$ cat config.mk
export PLATFORM = sky130hd
export DESIGN_NAME = audio_resampler
export DESIGN_NICKNAME = d
export VERILOG_FILES = /design/src/rtl/audio_pkg.sv /design/src/rtl/audio_lerp.sv /design/src/rtl/audio_resampler.sv
export SDC_FILE = /design/constraint.sdc
export NUM_CORES = 2
export LEC_CHECK = 0
export BUFFER_PORTS_ARGS = -buffer_cell sky130_fd_sc_hd__buf_2
export CORE_MARGIN = 2
export CORE_UTILIZATION = 50
export DETAILED_ROUTE_END_ITERATION = 8
export GPL_ROUTABILITY_DRIVEN = 1
export PLACE_DENSITY = 0.75
export SLEW_MARGIN = 20
export SYNTH_ARGS = -nofsm -noshare
export SYNTH_HDL_FRONTEND = slang
export SYNTH_SLANG_ARGS = --single-unit
$ cat constraint.sdc
create_clock -name clk -period 7.9 [get_ports clk]
set_input_delay 0.79 -clock clk [delete_from_list [all_inputs] [get_ports clk]]
set_output_delay 0.79 -clock clk [all_outputs]
set_load 0.01 [all_outputs]
$ cat src/rtl/audio_pkg.sv
// ---------------------------------------------------------------------------
// audio_pkg : shared types and phase-step constants for the audio resampler
// Revision  : 1.0
// ---------------------------------------------------------------------------
`default_nettype none

package audio_pkg;

  typedef logic signed [15:0] sample_t;

  typedef enum logic [1:0] {
    RATE_44K  = 2'd0,
    RATE_37K8 = 2'd1,
    RATE_18K9 = 2'd2
  } rate_e;

  typedef enum logic [1:0] {
    ST_IDLE    = 2'd0,
    ST_ADVANCE = 2'd1,
    ST_MULT    = 2'd2,
    ST_SUM     = 2'd3
  } state_e;

  // Phase increment per 44.1 kHz output tick, as a 1.16 fixed-point ratio.
  localparam logic [16:0] STEP_44K  = 17'd65536;
  localparam logic [16:0] STEP_37K8 = 17'd56174;
  localparam logic [16:0] STEP_18K9 = 17'd28087;

  // The reserved encoding falls back to passthrough.
  function automatic logic [16:0] step_for(input logic [1:0] rate);
    logic [16:0] step;
    case (rate)
      2'd1:    step = STEP_37K8;
      2'd2:    step = STEP_18K9;
      default: step = STEP_44K;
    endcase
    return step;
  endfunction

endpackage

`default_nettype wire

$ cat src/rtl/audio_lerp.sv
// ---------------------------------------------------------------------------
// audio_lerp : one channel of the interpolator (s0/s1 history, multiply, add)
// Revision   : 1.0
// ---------------------------------------------------------------------------
`default_nettype none

module audio_lerp
  import audio_pkg::*;
(
  input  logic        clk,
  input  logic        reset_n,
  input  logic        shift_i,
  input  logic        load_i,
  input  logic        mult_i,
  input  logic [15:0] sample_i,
  input  logic [15:0] frac_i,
  output logic [15:0] y_o
);

  sample_t            s0_q;
  sample_t            s1_q;
  logic signed [33:0] prod_q;
  logic signed [16:0] diff;

  assign diff = {s1_q[15], s1_q} - {s0_q[15], s0_q};

  always_ff @(posedge clk or negedge reset_n) begin
    if (!reset_n) begin
      s0_q   <= '0;
      s1_q   <= '0;
      prod_q <= '0;
    end else begin
      if (shift_i) s0_q <= s1_q;
      if (load_i)  s1_q <= sample_i;
      if (mult_i)  prod_q <= 34'(diff) * $signed({18'd0, frac_i});
    end
  end

  // Floor of prod/65536 keeps the result inside [s0, s1], so no clamp is needed.
  assign y_o = s0_q + 16'(prod_q >>> 16);

endmodule

`default_nettype wire

$ cat src/rtl/audio_resampler.sv
// ---------------------------------------------------------------------------
// audio_resampler : stereo linear-interpolating SRC, FIFO pop side to 44.1 kHz
// Revision        : 1.0
// ---------------------------------------------------------------------------
`default_nettype none

module audio_resampler
  import audio_pkg::*;
(
  input  logic        clk,
  input  logic        reset_n,
  input  logic [1:0]  rate_i,
  input  logic        mono_i,
  input  logic        out_tick_i,
  input  logic [15:0] in_left_sample_i,
  input  logic        in_left_write_i,
  output logic        in_left_strobe_o,
  input  logic [15:0] in_right_sample_i,
  input  logic        in_right_write_i,
  output logic        in_right_strobe_o,
  output logic [15:0] out_left_o,
  output logic [15:0] out_right_o,
  output logic        out_valid_o,
  output logic        underrun_o,
  output logic        tick_dropped_o
);

  state_e      state_q;
  logic [15:0] frac_q;
  logic [15:0] out_left_q;
  logic [15:0] out_right_q;
  logic        out_valid_q;

  logic [16:0] phase_d;
  logic        carry;
  logic        ready;
  logic        advance;
  logic        pop;
  logic [15:0] y_left;
  logic [15:0] y_right;

  assign phase_d = {1'b0, frac_q} + step_for(rate_i);
  assign carry   = phase_d[16];
  assign ready   = in_left_write_i & (mono_i | in_right_write_i);
  assign advance = (state_q == ST_ADVANCE);
  assign pop     = advance & carry & ready;

  // Both channels pop together or not at all, so they never drift apart.
  assign in_left_strobe_o  = pop;
  assign in_right_strobe_o = pop & ~mono_i;
  assign underrun_o        = advance & carry & ~ready;
  assign tick_dropped_o    = out_tick_i & (state_q != ST_IDLE);

  audio_lerp u_lerp_left (
    .clk      (clk),
    .reset_n  (reset_n),
    .shift_i  (advance & carry),
    .load_i   (in_left_strobe_o),
    .mult_i   (state_q == ST_MULT),
    .sample_i (in_left_sample_i),
    .frac_i   (frac_q),
    .y_o      (y_left)
  );

  audio_lerp u_lerp_right (
    .clk      (clk),
    .reset_n  (reset_n),
    .shift_i  (advance & carry),
    .load_i   (in_right_strobe_o),
    .mult_i   (state_q == ST_MULT),
    .sample_i (in_right_sample_i),
    .frac_i   (frac_q),
    .y_o      (y_right)
  );

  always_ff @(posedge clk or negedge reset_n) begin
    if (!reset_n) begin
      state_q     <= ST_IDLE;
      frac_q      <= '0;
      out_left_q  <= '0;
      out_right_q <= '0;
      out_valid_q <= 1'b0;
    end else begin
      out_valid_q <= 1'b0;
      case (state_q)
        ST_IDLE: begin
          if (out_tick_i) state_q <= ST_ADVANCE;
        end
        ST_ADVANCE: begin
          frac_q  <= phase_d[15:0];
          state_q <= ST_MULT;
        end
        ST_MULT: begin
          state_q <= ST_SUM;
        end
        ST_SUM: begin
          out_left_q  <= y_left;
          out_right_q <= mono_i ? y_left : y_right;
          out_valid_q <= 1'b1;
          state_q     <= ST_IDLE;
        end
        default: state_q <= ST_IDLE;
      endcase
    end
  end

  assign out_left_o  = out_left_q;
  assign out_right_o = out_right_q;
  assign out_valid_o = out_valid_q;

endmodule

`default_nettype wire

After elaboration in Yosys (flattened, before gate mapping)
Cells that the tools add are included.
Widths: inputs -> output; s select.
- add/subtract/negate cells: 5
- multiplexer cells: 5
- bitwise logic cells: 9
- $mul: 2
- reduce and logical (&&, ||, !) cells: 2
- equality and inequality tests: 6
- operator list (cell ; number):
    $mul 17x17->32 ; 2
    $pmux 17 s2 ; 1
    $sub 16x16->17 ; 2
    $add 16x16->16 ; 2
    $add 16x17->17 ; 1
    $mux 16 ; 1
    $pmux 2 s4 ; 1
    $and 1x1->1 ; 6
    $eq 2x2->1 const B ; 3
    $eq 2x1->1 const B ; 2
    $logic_not 2->1 ; 1
    $mux 2 ; 1
    $ne 2x2->1 const B ; 1
    $not 1->1 ; 2
    $reduce_bool 2->1 ; 1
    $mux 1 ; 1
    $or 1x1->1 ; 1
- bits of input ports: 40
- bits in registers: 179

Logic depth before layout (Yosys ltp)
- depth after elaboration: 6
- gate-level depth with buffers: 34
- gate-level depth less buffers: 33

Cells and area by module
A second synthesis with hierarchy kept.
- cell total of the unflattened synthesis: 3272
- area total of the unflattened synthesis: 29764.8 um^2
- by module, submodules not included (module ; cells an instance ; times used ; area an instance (um^2) ; sequential area each (um^2)):
    audio_lerp at u_lerp_right ; 1553 ; 1 ; 13714.4 ; 1201.2
    audio_lerp at u_lerp_left ; 1418 ; 1 ; 12972.4 ; 1201.2
    audio_resampler ; 301 ; 1 ; 3078.0 ; 1276.2

Worst setup path before layout
Ideal clock, no wire load.
- path kind: reg2reg
- from: register u_lerp_left.s1_q[0]
- to: register u_lerp_left.prod_q[31]
- required time: 7.771 ns
- arrival time: 7.703 ns
- period minus slack after synthesis: 7.832 ns
- stages on the path, launching flop included: 32
- setup slack: 0.068 ns
- setup time: 0.129 ns
- path buffers: 2
- cell sequence: dfrtp_1 > inv_1 > ha_1 > fa_1 > nor2b_1 > o31a_1 > o31ai_1 > a31o_2 > o21a_1 > clkbuf_1 > nand2_1 > inv_1 > fa_1 > inv_1 > fa_1 > clkbuf_1 > xor2_1 > xnor2_1 > fa_1 > fa_1 > inv_1 > fa_1 > inv_1 > ha_1 > a21o_1 > a21o_1 > a21oi_1 > nor2b_1 > a31oi_1 > nand2_1 > and4_1 > a2111o_1
- word-level cells in the longest chain between the ends: 2
- ends and longest elaborated chain (what ; line ; source):
    from (decl) ; audio_lerp.sv:21 ; sample_t s1_q;
    from (signal assigned) ; audio_lerp.sv:34 ; if (load_i) s1_q <= sample_i;
    $sub 16x16->17 ; audio_lerp.sv:25 ; assign diff = {s1_q[15], s1_q} - {s0_q[15], s0_q};
    $mul 17x17->32 ; audio_lerp.sv:35 ; if (mult_i) prod_q <= 34'(diff) * $signed({18'd0, frac_i});
    to (signal assigned) ; audio_lerp.sv:35 ;
    to (decl) ; audio_lerp.sv:22 ; logic signed [33:0] prod_q;
Every way passes these cells.
A chain may end at the register's enable or synchronous reset.

Worst setup path after layout
- from: register u_lerp_left.s1_q[8]
- to: register u_lerp_left.prod_q[26]
Same word-level chain as after synthesis.

==> flow_summary.yaml <==
status:
  status: "finished clean"
detailed_routing:
  antenna_left: 0
  drt_drc_violations_left: 0
  viasPerCell: 5.266
  vias: 21440
  drt_first_iter_violations: 1307
  wl_per_cell_um: 17.44
  drt-pass1-iter-count: 5
  drt-total-wl_um: 71020
die:
  chipWidth_um: 245.0
  io_pins: 77
  core_um2: 57590
  start_util_pct: 50.41
  die_area_um2: 60000
  fp.dieH_um: 245.0
  num_rows: 88
hold_path:
  holdCritPathClass: "primary input to asynchronous set/reset pin"
grt:
  grt_pass1_vias: 22950
  grt.total_usage_pct: 24.91
  antenna_found_initial: 1
  grt_pass1_wl_um: 118500
  overflow: 0
  grt_max_degree: 79
worst_setup_path:
  slowest_stage: "or4_4"
  cp_data_required_time_ps: 8240
  worst_path_largest_cell_delay_ps: 600
  startpoint_type: "register"
  crit_type: "register to register"
  cp-end-kind: "register"
  critPathArrivalTime_ps: 8190
  cp_common_cell: "fa_1"
  critPathMaxFanout: 12
cells_and_area:
  fillCellCount: 4810
  syn_to_final_growth_pct: 12.66
  layout.nets: 4106
  final_common_cell: "inv_1"
  layout-drive-gt1-share_pct: 16.07
  final_cell_mix: "inv_1 (726), fa_1 (513), nand2_1 (293)"
yosys:
  synthAdderAreaFrac_pct: 46.82
  yosysSeqAreaShare_pct: 12.67
  synth_compound_area_share_pct: 6.711
  synth_cell_types: 74
  synth-xor-area-share_pct: 4.043
  synth_fp_nets: 3934
  ys_async_sr_fraction_pct: 100.0
  synth_warnings: 0
  ys_ff_latch: 147
  synth-edff-count: 0
  post_synth_and_or_nand_nor_area_fraction_pct: 14.00
  synth_flop_cell: "dfrtp_1"
  avgSynthCellArea_um2: 9.301
  synth_area_um2: 29030
  synth_top_family_by_area: "adder cells"
  synthMuxAreaShare_pct: 4.638
  netlist_instances: 3121
placement:
  dp_hpwl_um: 56440
  port-buffer-count: 76
  dp_slack_ps: -210.6
  gp_congestion: 0.8730
clock_tree:
  root_buffer: "clkbuf_16"
  cts_tree: "built"
  clockBufferDepth: 2
  htree_levels: 4
  cts_buffers: 17
  cts_sinks: 147
  path_clk_slew_ps: 70
  clkLatencyLatePin_ps: 460
sta:
  hold_viol_final: 0
  max_freq_ghz: 0.1275
  skew_ps: 15.83
  fin_crit_sh_pct: 99.30
  postLayoutSetupSlackWorst_ps: 54.93
  grt_setup_unrepaired: "yes"
  period_needed_ps: 7845
  slew_violations: 0
  setup_violations: 0
  worstMarginPinSlew_ps: 1047
  slew_headroom_pct: 30.22
run:
  cap_viol_max_count: 0
[critical path: cells and delay by family (launching register included)]
kind,cells,cell delay (ps)
XOR/XNOR,2,270
multiplexers,1,260
buffers and inverters,5,350
flip-flops,1,430
AO/OA/AOI/OAI,8,1670
adder cells (fa/ha/maj),8,3670
AND/OR/NAND/NOR,4,1120
[per-stage QoR]
stage	hold WS (ps)	util [%]	std cells	setup TNS, ps	cell area (um^2)
finish	354.7	56.79	4071	0	32700
global route	410.6	56.78	4069	-1338	32700
CTS	364.1	55.32	4042	-4.142	31860
detailed placement	480.3	54.15	4009	-858.0	31180
global placement	484.9	54.15	4009	-95.16	31180
floorplan	452.8	-	3121	0	29030
[final timing paths]
check	startpoint	to	slack (ps)	depth (start not counted)
min reg2reg	u_lerp_left.prod_q[27]	u_lerp_left.prod_q[27]	500	2
max	u_lerp_left.s1_q[8]	u_lerp_left.prod_q[26]	50	28
min in group clk	u_lerp_left.prod_q[27]	u_lerp_left.prod_q[27]	500	2
max reg2reg	u_lerp_left.s1_q[8]	u_lerp_left.prod_q[26]	50	28
min	reset_n	u_lerp_right.s1_q[2]	350	1
max in group asynchronous	reset_n	u_lerp_left.s0_q[4]	6350	3
[Yosys cell counts (7+ instances only)]
library cell | n | area, um^2
nand3_1 | 27 | 135.1
dfrtp_1 | 147 | 3679
mux2_2 | 106 | 1194
o21ai_0 | 52 | 260.3
nor2_1 | 75 | 281.5
nand4_1 | 9 | 56.30
nor3_1 | 31 | 155.2
a21oi_1 | 75 | 375.4
o31ai_1 | 12 | 90.09
nor2b_1 | 63 | 394.1
a211o_1 | 8 | 70.07
mux2i_1 | 11 | 110.1
a21o_1 | 29 | 217.7
and3_1 | 9 | 56.30
fa_1 | 522 | 10450
a31oi_1 | 23 | 143.9
inv_1 | 742 | 2785
or3_1 | 9 | 56.30
nand2b_1 | 32 | 200.2
ha_1 | 251 | 3141
o21a_1 | 22 | 165.2
a211oi_1 | 10 | 75.07
xor2_1 | 37 | 324.1
xnor2_1 | 97 | 849.6
clkbuf_1 | 105 | 394.1
and2_1 | 238 | 1489
nand2_1 | 293 | 1100
o21bai_1 | 7 | 52.55
[flip-flops by register name (all words and copies together) (netlist names)]
register             flops
frac_q                  16
out_left_o              16
out_right_o             16
out_valid_o              1
state_q                  2
u_lerp_left.prod_q      16
u_lerp_left.s0_q        16
u_lerp_left.s1_q        16
u_lerp_right.prod_q     16
u_lerp_right.s0_q       16
u_lerp_right.s1_q       16
[logic make-up after synthesis]
family | count (synthesis)
buffers and inverters | 855
xor gates and xnor gates | 134
muxes | 120
adders and majority gates | 773
AOI/OAI and AO/OA | 289
DFF | 147
and+or+nand+nor | 803
[per-layer routing]
metal | share of wire [%] | track usage [%] | vias up
li1 | - | - | 9828
met1 | 42 | 34.08 | 10810
met2 | 48 | 40.75 | 682
met3 | 7.1 | 4.231 | 116
met4 | 2.9 | 7.425 | 0
met5 | 0 | 0 | -
[area by class of cell]
type	instances	area, um^2	share of cell area, %
repair buffers	266	1946	5.949
clock inverters	12	122.6	0.3749
diodes	2	5.005	0.01530
inverters	742	2785	8.516
flip-flops and latches	147	3679	11.25
multi-input cells	2119	22770	69.63
well taps	765	957.2	2.927
clock buffers	18	439.2	1.343
[timing repair]
action / 4_1_cts / 5_1_grt
gates resized for setup: 19 / 133
buffers inserted: 3 / 27
gates cloned: 0 / 1
hold buffers: 0 / 0
setup endpoints to repair: 12 / 28
pin swaps: 7 / 98
Power is not shown: default switching activity piles up to over one toggle a cycle in this logic, so the estimate is an artifact.
